[src/rtl/alu_op_sequencer.sv]
// alu_op_sequencer: initiator for a 5-bit combinational ALU (AND/ADD/OR/XOR).
// Requests are queued in a DEPTH-entry FIFO and issued one at a time on
// alu_a/alu_b/alu_sel. The ALU result is captured and returned on a
// valid/ready response channel, strictly in request order.
//
// Optional feature macro: ALU_SEQ_CHAIN_EN
//   Defined     : adds input req_chain, stored with each entry. A popped entry
//                 with req_chain=1 takes alu_a from the last delivered rsp_data.
//                 That value is 0 after reset.
//   Not defined : no req_chain port, and alu_a is always the stored req_a.
//
// Handshake rules (both channels): a transfer happens at a rising edge where
// valid && ready are both 1. The producer holds its payload stable while valid
// is 1 and ready is 0. req_ready is !full and does not depend on req_valid.
// rsp_valid, rsp_data and rsp_op are registered and held until the handshake.
//
// FSM: IDLE -> (FIFO not empty: pop head into ALU regs) -> EXEC
//      EXEC -> (capture alu_out) -> RESP
//      RESP -> (rsp_ready) -> IDLE
// fsm_state exposes the current state for debug and checker binding.

module alu_op_sequencer #(
  parameter int DEPTH = 4,
  parameter int AW    = 2
) (
  input  logic          clk,
  input  logic          rst,
  input  logic          req_valid,
  output logic          req_ready,
  input  logic [4:0]    req_a,
  input  logic [4:0]    req_b,
  input  logic [1:0]    req_op,
`ifdef ALU_SEQ_CHAIN_EN
  input  logic          req_chain,
`endif
  output logic [4:0]    alu_a,
  output logic [4:0]    alu_b,
  output logic [1:0]    alu_sel,
  input  logic [4:0]    alu_out,
  output logic          rsp_valid,
  input  logic          rsp_ready,
  output logic [4:0]    rsp_data,
  output logic [1:0]    rsp_op,
  output logic [AW:0]   fifo_count,
  output logic [1:0]    fsm_state
);

  localparam logic [1:0] S_IDLE = 2'd0;
  localparam logic [1:0] S_EXEC = 2'd1;
  localparam logic [1:0] S_RESP = 2'd2;

  localparam logic [AW:0] FULL_CNT = (AW+1)'(DEPTH);
  localparam logic [AW:0] ONE_CNT  = (AW+1)'(1);

`ifdef ALU_SEQ_CHAIN_EN
  localparam int EW = 13;
`else
  localparam int EW = 12;
`endif

  logic [EW-1:0] mem [DEPTH];
  logic [AW-1:0] wr_ptr;
  logic [AW-1:0] rd_ptr;
  logic [AW:0]   count;
  logic [1:0]    state;

  logic          push;
  logic          pop;
  logic [EW-1:0] wr_entry;
  logic [EW-1:0] head;
  logic [1:0]    head_op;
  logic [4:0]    head_a;
  logic [4:0]    head_b;
  logic [4:0]    issue_a;

  assign req_ready  = (count != FULL_CNT);
  assign push       = req_valid && req_ready;
  // Pop only from IDLE, so at most one request is ever in flight.
  assign pop        = (state == S_IDLE) && (count != '0);
  assign fifo_count = count;
  assign fsm_state  = state;
  assign head       = mem[rd_ptr];

`ifdef ALU_SEQ_CHAIN_EN
  logic head_chain;
  assign wr_entry = {req_chain, req_op, req_a, req_b};
  assign {head_chain, head_op, head_a, head_b} = head;
  // A pop only happens in IDLE, after the previous result was delivered,
  // so rsp_data is exactly the last delivered result here.
  assign issue_a = head_chain ? rsp_data : head_a;
`else
  assign wr_entry = {req_op, req_a, req_b};
  assign {head_op, head_a, head_b} = head;
  assign issue_a = head_a;
`endif

  // FIFO storage: contents need no reset, emptiness comes from count.
  always_ff @(posedge clk) begin
    if (push) begin
      mem[wr_ptr] <= wr_entry;
    end
  end

  // FIFO pointers and occupancy; pointers wrap naturally at DEPTH.
  always_ff @(posedge clk) begin
    if (rst) begin
      wr_ptr <= '0;
      rd_ptr <= '0;
      count  <= '0;
    end else begin
      if (push) begin
        wr_ptr <= wr_ptr + 1'b1;
      end
      if (pop) begin
        rd_ptr <= rd_ptr + 1'b1;
      end
      if (push && !pop) begin
        count <= count + ONE_CNT;
      end else if (pop && !push) begin
        count <= count - ONE_CNT;
      end
    end
  end

  // Issue/capture/respond sequencer and its output registers.
  always_ff @(posedge clk) begin
    if (rst) begin
      state     <= S_IDLE;
      alu_a     <= '0;
      alu_b     <= '0;
      alu_sel   <= 2'b00;
      rsp_data  <= '0;
      rsp_op    <= 2'b00;
      rsp_valid <= 1'b0;
    end else begin
      case (state)
        S_IDLE: begin
          if (pop) begin
            alu_a   <= issue_a;
            alu_b   <= head_b;
            alu_sel <= head_op;
            state   <= S_EXEC;
          end
        end
        S_EXEC: begin
          rsp_data  <= alu_out;
          rsp_op    <= alu_sel;
          rsp_valid <= 1'b1;
          state     <= S_RESP;
        end
        S_RESP: begin
          if (rsp_ready) begin
            rsp_valid <= 1'b0;
            state     <= S_IDLE;
          end
        end
        default: begin
          state <= S_IDLE;
        end
      endcase
    end
  end

endmodule

[config.mk]
export PLATFORM = sky130hd
export DESIGN_NAME = alu_op_sequencer
export DESIGN_NICKNAME = d
export VERILOG_FILES = /design/src/rtl/alu_op_sequencer.sv
export SDC_FILE = /design/constraint.sdc
export NUM_CORES = 1
export LEC_CHECK = 0
export CORE_ASPECT_RATIO = 0.7
export CORE_MARGIN = 3
export CORE_UTILIZATION = 30
export DETAILED_ROUTE_END_ITERATION = 12
export PLACE_DENSITY = 0.57
export SLEW_MARGIN = 10
export SYNTH_ARGS = -nofsm -noshare
export SYNTH_HDL_FRONTEND = slang
export SYNTH_SLANG_ARGS = --single-unit
[constraint.sdc]
create_clock -name clk -period 6.1 [get_ports clk]
set_clock_uncertainty 0.05 [all_clocks]
set_input_delay 0.915 -clock clk [delete_from_list [all_inputs] [get_ports clk]]
set_output_delay 0.915 -clock clk [all_outputs]
set_load 0.005 [all_outputs]
After elaboration in Yosys (flattened, before gate mapping)
Memory sizes are Yosys's and may differ from the RTL's. A register that Yosys moved wholly into a read port is not among the register bits. Index checks and enable logic that the tools add are counted. Widths: inputs -> output; s select.

Add/sub/neg operators: 4. Equal/unequal tests: 5. Muxes and demuxes: 9. Reductions and logical operators: 13.

Operator list (number): $mux 3 (2); $pmux 2 s3 (1); $reduce_and 2->1 (3); $add 2x1->2 const B (2); $logic_and 1x1->1 (4); $mux 2 (2); $ne 2x2->1 const B (2); $reduce_bool 2->1 (2); $add 3x1->3 const B (1); $mux 1 (3); $ne 3x3->1 const B (1); $reduce_bool 3->1 (1); $sub 3x1->3 const B (1); $eq 2x1->1 const B (1); $eq 2x2->1 const B (1); $logic_not 1->1 (2); $logic_not 2->1 (1); $pmux 1 s2 (1).

Bits in registers: 17. RAM bits: 48. Input bits: 21. Output and inout port bits: 26. Logic and storage cells: 39. Memories kept: 1.

Memory list: mem (depth 4, width 12, read ports 1, clocked after memory_dff 1, wr ports 1, RTL line 61) `logic [EW-1:0] mem [DEPTH];`.

Logic depth before layout (Yosys ltp)
Gate-level depths: netlist of the first run.

Depth in word-level cells: 6. Gate-level depth with buffers: 8. Mapped depth without buffers: 8.

Worst setup path before layout of the first run
No wires, ideal clock.

Kind: input to register. Start point: in req_valid. End point: reg count[2], in the netlist fifo_count[2]. Setup time: 70 ps. Arrival time: 2200 ps. Required time: 5980 ps. Setup slack: 3781 ps. Cell stages on the path: 8. Buffers on the path: 0. Cells stage by stage: inv_1 > nor2_1 > ha_1 > inv_1 > fa_1 > xor2_1 > or3_1 > a21oi_1.

Word-level cells in the longest chain between the ends: 4. Elaborated cells between the ends (all ways): 6. Classes of those cells: 1 x mux; 5 x reduce/logical.

RTL lines: start: declaration (RTL line 28) `input logic req_valid,`; $logic_and 1x1->1 * (RTL line 77) `assign push = req_valid && req_ready;`; via push (RTL line 67) `logic push;`; $logic_not 1->1 (RTL line 119) `end else if (pop && !push) begin`; $logic_and 1x1->1 (RTL line 119); $reduce_bool 2->1 (no source line); end signal: assignment (RTL line 118) `count <= count + ONE_CNT;`; end signal: assignment (RTL line 120) `count <= count - ONE_CNT;`; end: declaration (RTL line 64) `logic [AW:0] count;`.

The timed path passes the listed nets; every way through them passes the cells marked *. A chain may end at the register's enable or synchronous reset.

Final worst setup path of the first run
Start point: reg count[2], in the netlist fifo_count[2]. End point: out req_ready.

Word-level cells in the longest chain between the ends: 1.

RTL lines: $ne 3x3->1 (RTL line 76) `assign req_ready = (count != FULL_CNT);`; end: declaration (RTL line 29) `output logic req_ready,`.

Every way passes these cells.

==> results.rst, run 1 <==
.. list-table::
   :header-rows: 1

   * - Metric
     - Value
   * - Result of the run
     - finished clean
   * - Total instance count after detailed placement
     - 338
   * - Wire length of the first global-routing pass
     - 8890 um
   * - I/O Buffers
     - 46
   * - Netlist area before placement
     - 0.00293 mm^2
   * - Logic gate share of total power
     - 0.259
   * - Antenna violations before repair
     - 0
   * - Crit path capture type
     - output port
   * - DRC marker count from the first detailed-route iteration
     - 104
   * - Data required time at the worst endpoint
     - 5130 ps
   * - Die Span X
     - 124 um
   * - Final Slew Violations
     - 0
   * - Post-synth net total
     - 202
   * - Starting utilization of the core area
     - 0.315
   * - Power per standard cell area
     - 440 mW/mm^2
   * - Post CTS Setup Buffer Count
     - 0
   * - Setup violations, final
     - 0
   * - Total DRC errors in the routed layout
     - 0
   * - Minimum period implied by the final worst setup slack
     - 2760 ps
   * - Slowest Stage Delay on Critical Path
     - 490 ps
   * - FF-to-FF setup slack
     - 3870 ps
   * - Transition time at the pin with the least slew margin
     - 916 ps
   * - NumNets Final
     - 252
   * - Switching power of the nets
     - 0.469 mW
   * - Achievable Freq
     - 362 MHz
   * - Slowest cell on crit path
     - sky130_fd_sc_hd__clkdlybuf4s50_1
   * - Critical register-to-register path startpoint
     - fifo_count[0]
   * - Routed wire per std cell
     - 15.9 um
   * - Root Buffer Master
     - sky130_fd_sc_hd__clkbuf_16
   * - Post-synth top flop
     - sky130_fd_sc_hd__edfxtp_1
   * - Worst-Skew Late Latency
     - 330 ps
   * - Cells traversed along the worst timing path
     - nor3b_1 -> inv_1 -> clkdlybuf4s50_1
   * - Layout cell share with drive strength beyond 1
     - 0.122
   * - Syn avg cell area
     - 16.7 um^2
   * - Sum of net half-perimeters after detailed placement
     - 3610 um
   * - Die Area
     - 0.0110 mm^2
   * - Relative contribution of sequential cells to total power
     - 0.447
   * - RD Place Congestion
     - 0.663
   * - Library cell with the largest summed area after synthesis
     - sky130_fd_sc_hd__edfxtp_1
   * - Clock slew seen by the registers of the worst setup and hold paths
     - 60 ps
   * - Most frequent cell after synthesis
     - sky130_fd_sc_hd__edfxtp_1
   * - Count of cells resized by post-cts repair
     - 0
   * - Antenna viol nets, final
     - 0
   * - Number of hold buffers added after cts
     - 0
   * - Setup repair after global routing missed its margin
     - no
   * - Number of distinct library cells after synthesis
     - 31
   * - Placement-stage cell area
     - 0.00348 mm^2
   * - Num Clock Sinks
     - 77
   * - Fin area
     - 0.00376 mm^2
   * - Category of the most critical setup path
     - flip-flop to output port
   * - Internal Dissipation
     - 1.19 mW
   * - Cts bufs inserted
     - 9
   * - Number of global-route vias before repair
     - 1701
   * - Maximum number of pins on one net before global-route repair
     - 20
   * - Max capacitance violation total
     - 0
   * - Worst setup path startpoint
     - fifo_count[2]
   * - Worst hold path class
     - flip-flop to flip-flop
   * - Leakage power summed over all cells
     - 1.30 nW
   * - Gate count of the mapped netlist
     - 175
   * - Number of vias per cell after detailed routing
     - 4.53
   * - Logic depth of the worst register-to-register path
     - 8
   * - Boundary Pins
     - 47
   * - Area share of the largest cell type after synthesis
     - 0.493
   * - Number of synthesized flops with an enable pin
     - 48
   * - Clock power frac
     - 0.294
   * - Total inserted antenna cells
     - 0
   * - Global-route total usage across every layer
     - 0.113
   * - Logic depth of the worst setup path including buffers
     - 3
   * - Capturing element of the worst setup path
     - req_ready
   * - Filler cells
     - 868
   * - Warnings, synthesis
     - 0
   * - Leading post-synthesis cells by instance count
     - sky130_fd_sc_hd__edfxtp_1 (48), sky130_fd_sc_hd__dfxtp_1 (29), sky130_fd_sc_hd__nor2_1 (15)
   * - Total congestion overflow after global routing
     - 0
   * - Area added between synthesis and finish
     - 28.5%
   * - Number of standard cells in the final layout excluding fillers
     - 354
   * - Category of the worst setup path launch point
     - flip-flop
   * - Clock tree from TritonCTS
     - yes
   * - Crit-path leading delay family
     - buffers and inverters
   * - Std cell rows
     - 29
   * - Depth of the worst hold-timing path
     - 1
   * - Maximum fanout along the worst path
     - 7
   * - Asr flop ratio synth
     - 0
   * - Critical Path AT
     - 1800 ps
   * - Combined buffer and inverter count along the critical path
     - 2
   * - Clock tree buffer depth
     - 2
   * - Ratio of final minimum period to clock period
     - 0.453
   * - Flip-flop and latch count after synthesis
     - 77
   * - Endpoint of the most critical register-to-register path
     - fifo_count[2]
   * - Register area share after synthesis
     - 0.691
   * - Post-Route Setup TNS
     - 0 ps
   * - Vert. Die Dim
     - 88.6 um
   * - Floorplan core area
     - 0.00929 mm^2
   * - Top area cells in the synthesized netlist
     - sky130_fd_sc_hd__edfxtp_1 (49%), sky130_fd_sc_hd__dfxtp_1 (20%), sky130_fd_sc_hd__mux4_2 (5.4%)
   * - Worst voltage drop across the vdd grid
     - 145 uV
   * - Number of H-tree levels
     - 3
   * - Switching share of power
     - 0.283
   * - Count of final hold-check violations
     - 0
   * - Number of iterations in the first detailed-routing pass
     - 4
   * - Post-Route WL
     - 5630 um
   * - Total via count in the routed design
     - 1603
   * - Max-Slew Margin vs Limit
     - 0.388
## logic make-up (layout without fill, tap and decap cells)
logic type | count (synthesis) | count (layout) | synth area share
adder cells (fa/ha/maj) | 6 | 6 | 0.0282
multiplexers | 21 | 21 | 0.130
XOR/XNOR | 2 | 2 | 0.00599
flip-flops | 77 | 77 | 0.691
AND/OR/NAND/NOR | 31 | 31 | 0.0556
buffers and inverters | 14 | 69 | 0.0299
AO/OA/AOI/OAI | 24 | 24 | 0.0594
## worst min path at each step
stage / start / to / slack [ps]
global route: alu_b[1] / alu_b[1] / 440
detailed placement: alu_b[0] / alu_b[0] / 420
global placement: alu_b[3] / alu_b[3] / 410
finish: alu_b[0] / alu_b[0] / 430
CTS: alu_b[0] / alu_b[0] / 430
floorplan: alu_a[0] / alu_a[0] / 420
## final cells by class
cell class                      count  area [um^2]  area share
Tap cell                          124          155      0.0413
Timing Repair Buffer               47          468       0.124
Inverter                            6         22.5     0.00599
Clock buffer                        9          225      0.0599
Clock inverter                      7         51.3      0.0136
Multi-Input combinational cell     84          817       0.217
Sequential cell                    77         2020       0.538
## power by group through the flow
stage / clock, mW / combinational (mW) / sequential, mW
after global routing: 0.525 / 0.475 / 0.756
final: 0.486 / 0.429 / 0.739
after global placement: 0 / 0.430 / 0.751
after CTS: 0.501 / 0.436 / 0.743
after detailed placement: 0 / 0.432 / 0.754
after floorplan: 0 / 0.298 / 0.709
## placed cells by master (no fill, tap or decap), types with 2 or more instances in the layout
master,instances
sky130_fd_sc_hd__edfxtp_1,48
sky130_fd_sc_hd__clkdlybuf4s50_1,46
sky130_fd_sc_hd__dfxtp_1,29
sky130_fd_sc_hd__nor2_1,15
sky130_fd_sc_hd__a22o_1,12
sky130_fd_sc_hd__clkbuf_16,9
sky130_fd_sc_hd__mux2i_1,8
sky130_fd_sc_hd__mux4_2,7
sky130_fd_sc_hd__inv_1,6
sky130_fd_sc_hd__mux4_1,5
sky130_fd_sc_hd__a21oi_1,5
sky130_fd_sc_hd__ha_1,5
sky130_fd_sc_hd__and3_1,4
sky130_fd_sc_hd__o21ai_0,4
sky130_fd_sc_hd__nand3_1,3
sky130_fd_sc_hd__clkinvlp_4,3
sky130_fd_sc_hd__xor2_1,2
sky130_fd_sc_hd__nor2b_1,2
sky130_fd_sc_hd__clkinv_4,2
## per-layer routing
layer  GRT usage  share of wire  vias to the layer above
li1            -              -                      770
met1       0.154           0.49                      783
met2       0.158           0.43                       45
met3      0.0530          0.070                        5
met4      0.0388         0.0057                        0
met5           0              0                        -
## metrics by stage
step	hold WS, ps	util	worst slack (ps)	total power [mW]
6_report	425	0.405	3340	1.65
5_1_grt	440	0.405	3200	1.76
4_1_cts	432	0.405	3320	1.68
3_5_place_dp	418	0.375	3050	1.19
3_3_place_gp	411	0.375	3110	1.18
2_1_floorplan	424	-	3780	1.01
## worst register-to-register path, delay by kind of cell, from the launching register on
kind            cells  cell delay, ps
simple gates        3             820
flops               1             380
xor+xnor            1             150
buf+inv             1              60
fa+ha+maj           2             560
compound gates      1             140
## flip-flops by register name (all words and copies together), names as in the netlist
name	flops
alu_b	5
alu_sel	2
fsm_state	2
rd_ptr	2
rsp_data	5
alu_a	5
rsp_valid	1
wr_ptr	2
rsp_op	2
fifo_count	3
mem	48
Note: power is estimated with default switching activity, not from simulation.
==> run 2, diff against run 1 <==
Settings changed: PLACE_DENSITY 0.57 to 0.59.
Clock period 6.1 ns to 2.43 ns, I/O delays scaled along.
==> run 2 against run 1 <==
  * Sequential power rose by 140%
  * Register-to-register slack got worse by 3700 ps
  * Worst setup slack got worse by 3100 ps
  * Wire length down 1.8%
  * Largest cell class unchanged
==> results.rst, run 2 (synthesized netlist as in run 1, its figures left out) <==
.. list-table::
   :header-rows: 1

   * - Metric
     - Value
   * - NumNets Final
     - 263
   * - I/O Buffers
     - 46
   * - Total DRC errors in the routed layout
     - 0
   * - Starting utilization of the core area
     - 0.315
   * - Die Span X
     - 124 um
   * - Logic gate share of total power
     - 0.277
   * - Worst-Skew Late Latency
     - 330 ps
   * - Leakage power summed over all cells
     - 1.38 nW
   * - Number of vias per cell after detailed routing
     - 4.53
   * - Number of iterations in the first detailed-routing pass
     - 4
   * - Result of the run
     - finished clean
   * - Post-Route Setup TNS
     - 0 ps
   * - Antenna viol nets, final
     - 0
   * - Num Clock Sinks
     - 77
   * - Count of final hold-check violations
     - 0
   * - Crit path capture type
     - flip-flop
   * - Switching share of power
     - 0.269
   * - Total instance count after detailed placement
     - 349
   * - Boundary Pins
     - 47
   * - Tot Pwr
     - 4.27 mW
   * - Maximum fanout along the worst path
     - 6
   * - Register with the most flip-flops
     - mem
   * - Maximum number of pins on one net before global-route repair
     - 15
   * - Achievable Freq
     - 451 MHz
   * - Number of H-tree levels
     - 3
   * - Sum of net half-perimeters after detailed placement
     - 3740 um
   * - Met2 layer usage reported by global route
     - 0.153
   * - DRC marker count from the first detailed-route iteration
     - 116
   * - Clock tree buffer depth
     - 2
   * - FF-to-FF setup slack
     - 210 ps
   * - Most common cell after layout, fill and taps aside
     - sky130_fd_sc_hd__edfxtp_1
   * - Number of hold buffers added after cts
     - 0
   * - Global-route total usage across every layer
     - 0.111
   * - Max capacitance violation total
     - 0
   * - Worst hold endpoint
     - alu_b[1]
   * - Area added between synthesis and finish
     - 32.0%
   * - Number of standard cells in the final layout excluding fillers
     - 365
   * - Minimum period implied by the final worst setup slack
     - 2220 ps
   * - Internal Dissipation
     - 3.12 mW
   * - GRT busiest layer
     - met2
   * - Final Slew Violations
     - 0
   * - Start point of the worst min-delay path
     - alu_b[1]
   * - Total inserted antenna cells
     - 0
   * - Critical register-to-register path startpoint
     - fifo_count[0]
   * - Power per standard cell area
     - 1100 mW/mm^2
   * - Switching power of the nets
     - 1.15 mW
   * - Count of cells resized by post-cts repair
     - 0
   * - Filler cells
     - 849
   * - Relative contribution of sequential cells to total power
     - 0.422
   * - Clock slew seen by the registers of the worst setup and hold paths
     - 60 ps
   * - Post-Route WL
     - 5530 um
   * - Met1 Usage GRT
     - 0.152
   * - Met3 usage in global routing
     - 0.0460
   * - Total congestion overflow after global routing
     - 0
   * - Clock tree from TritonCTS
     - yes
   * - Smallest setup slack after layout
     - 213 ps
   * - Ratio of final minimum period to clock period
     - 0.913
   * - Endpoint of the most critical register-to-register path
     - fifo_count[2]
   * - Worst hold path class
     - flip-flop to flip-flop
   * - Setup repair after global routing missed its margin
     - no
   * - Critical Path AT
     - 2430 ps
   * - Root Buffer Master
     - sky130_fd_sc_hd__clkbuf_16
   * - Number of global-route vias before repair
     - 1619
   * - Layout cell share with drive strength beyond 1
     - 0.162
   * - Total via count in the routed design
     - 1653
   * - Area of all sequential standard cells
     - 0.00202 mm^2
   * - Transition time at the pin with the least slew margin
     - 696 ps
   * - Max reg flops
     - 48
   * - Worst voltage drop across the vdd grid
     - 414 uV
   * - RD Place Congestion
     - 0.713
   * - Post CTS Setup Buffer Count
     - 0
   * - Floorplan core area
     - 0.00929 mm^2
   * - Category of the most critical setup path
     - flip-flop to flip-flop
   * - Category of the worst setup path launch point
     - flip-flop
   * - Die Area
     - 0.0110 mm^2
   * - Clock power frac
     - 0.300
   * - Cts bufs inserted
     - 9
   * - Depth of the worst hold-timing path
     - 1
   * - Setup violations, final
     - 0
   * - Most frequent cells in the layout
     - sky130_fd_sc_hd__edfxtp_1 (48), sky130_fd_sc_hd__clkdlybuf4s50_1 (46), sky130_fd_sc_hd__dfxtp_1 (29)
   * - Antenna violations before repair
     - 0
   * - Vert. Die Dim
     - 88.6 um
   * - Std cell rows
     - 29
   * - Routed wire per std cell
     - 15.1 um
   * - Logic depth of the worst register-to-register path
     - 8
   * - Data required time at the worst endpoint
     - 2640 ps
   * - Area of the multi-input gates
     - 822 um^2
   * - Worst slack after detailed placement
     - 102 ps
   * - Wire length of the first global-routing pass
     - 8760 um
   * - Max-Slew Margin vs Limit
     - 0.536
==> run 2: cell count changes in the layout (fill, tap and decap cells not counted), sizes merged <==
cell	before	now
clkinv	3	6
inv	7	6
bufinv	0	1
buf	1	12
clkinvlp	3	0
==> run 2: power groups by stage <==
| stage | Sequential [mW] | Combinational [mW] | Clock, mW |
|---|---|---|---|
| 3_3_place_gp | 1.83 | 1.18 | 0 |
| 2_1_floorplan | 1.78 | 0.748 | 0 |
| 6_report | 1.80 | 1.18 | 1.28 |
| 4_1_cts | 1.81 | 1.20 | 1.32 |
| 5_1_grt | 1.84 | 1.31 | 1.37 |
| 3_5_place_dp | 1.84 | 1.20 | 0 |
==> run 2: how the worst max path moves through the flow <==
stage	start	end	slack (ps)	depth (start not counted)
after floorplan	fifo_count[0]	fifo_count[2]	340	8
final	fifo_count[0]	fifo_count[2]	210	8
after CTS	fifo_count[2]	req_ready	160	3
after global routing	fifo_count[0]	fifo_count[2]	80	8
after global placement	req_valid	fifo_count[2]	120	9
after detailed placement	req_valid	fifo_count[2]	100	9
==> run 2: routing by layer <==
metal	vias up	part of all wire
met5	-	0
met4	0	0.016
met3	7	0.062
met2	43	0.43
met1	804	0.49
li1	799	-
==> run 2: layout make-up <==
cell class | instances | share of cell area
flip-flops and latches | 77 | 0.523
multi-input cells | 84 | 0.213
repair buffers | 58 | 0.142
clock buffers | 9 | 0.0583
well taps | 124 | 0.0402
clock inverters | 7 | 0.0172
inverters | 6 | 0.00583
==> run 2: critical path: stages (launching register included) <==
cell and delay (ps):
sky130_fd_sc_hd__dfxtp_1 390, sky130_fd_sc_hd__or3_4 420, sky130_fd_sc_hd__nand2_1 100, sky130_fd_sc_hd__ha_1 170, sky130_fd_sc_hd__inv_1 60, sky130_fd_sc_hd__fa_1 370, sky130_fd_sc_hd__xor2_1 150, sky130_fd_sc_hd__or3_1 300
sky130_fd_sc_hd__a21oi_1 140
==> run 2: per-stage QoR <==
stage               cell area [um^2]  utilization  hold WS [ps]
floorplan                       2930            -           413
global placement                3570        0.384           410
detailed placement              3570        0.384           420
CTS                             3860        0.415           434
global route                    3860        0.416           439
finish                          3860        0.416           426
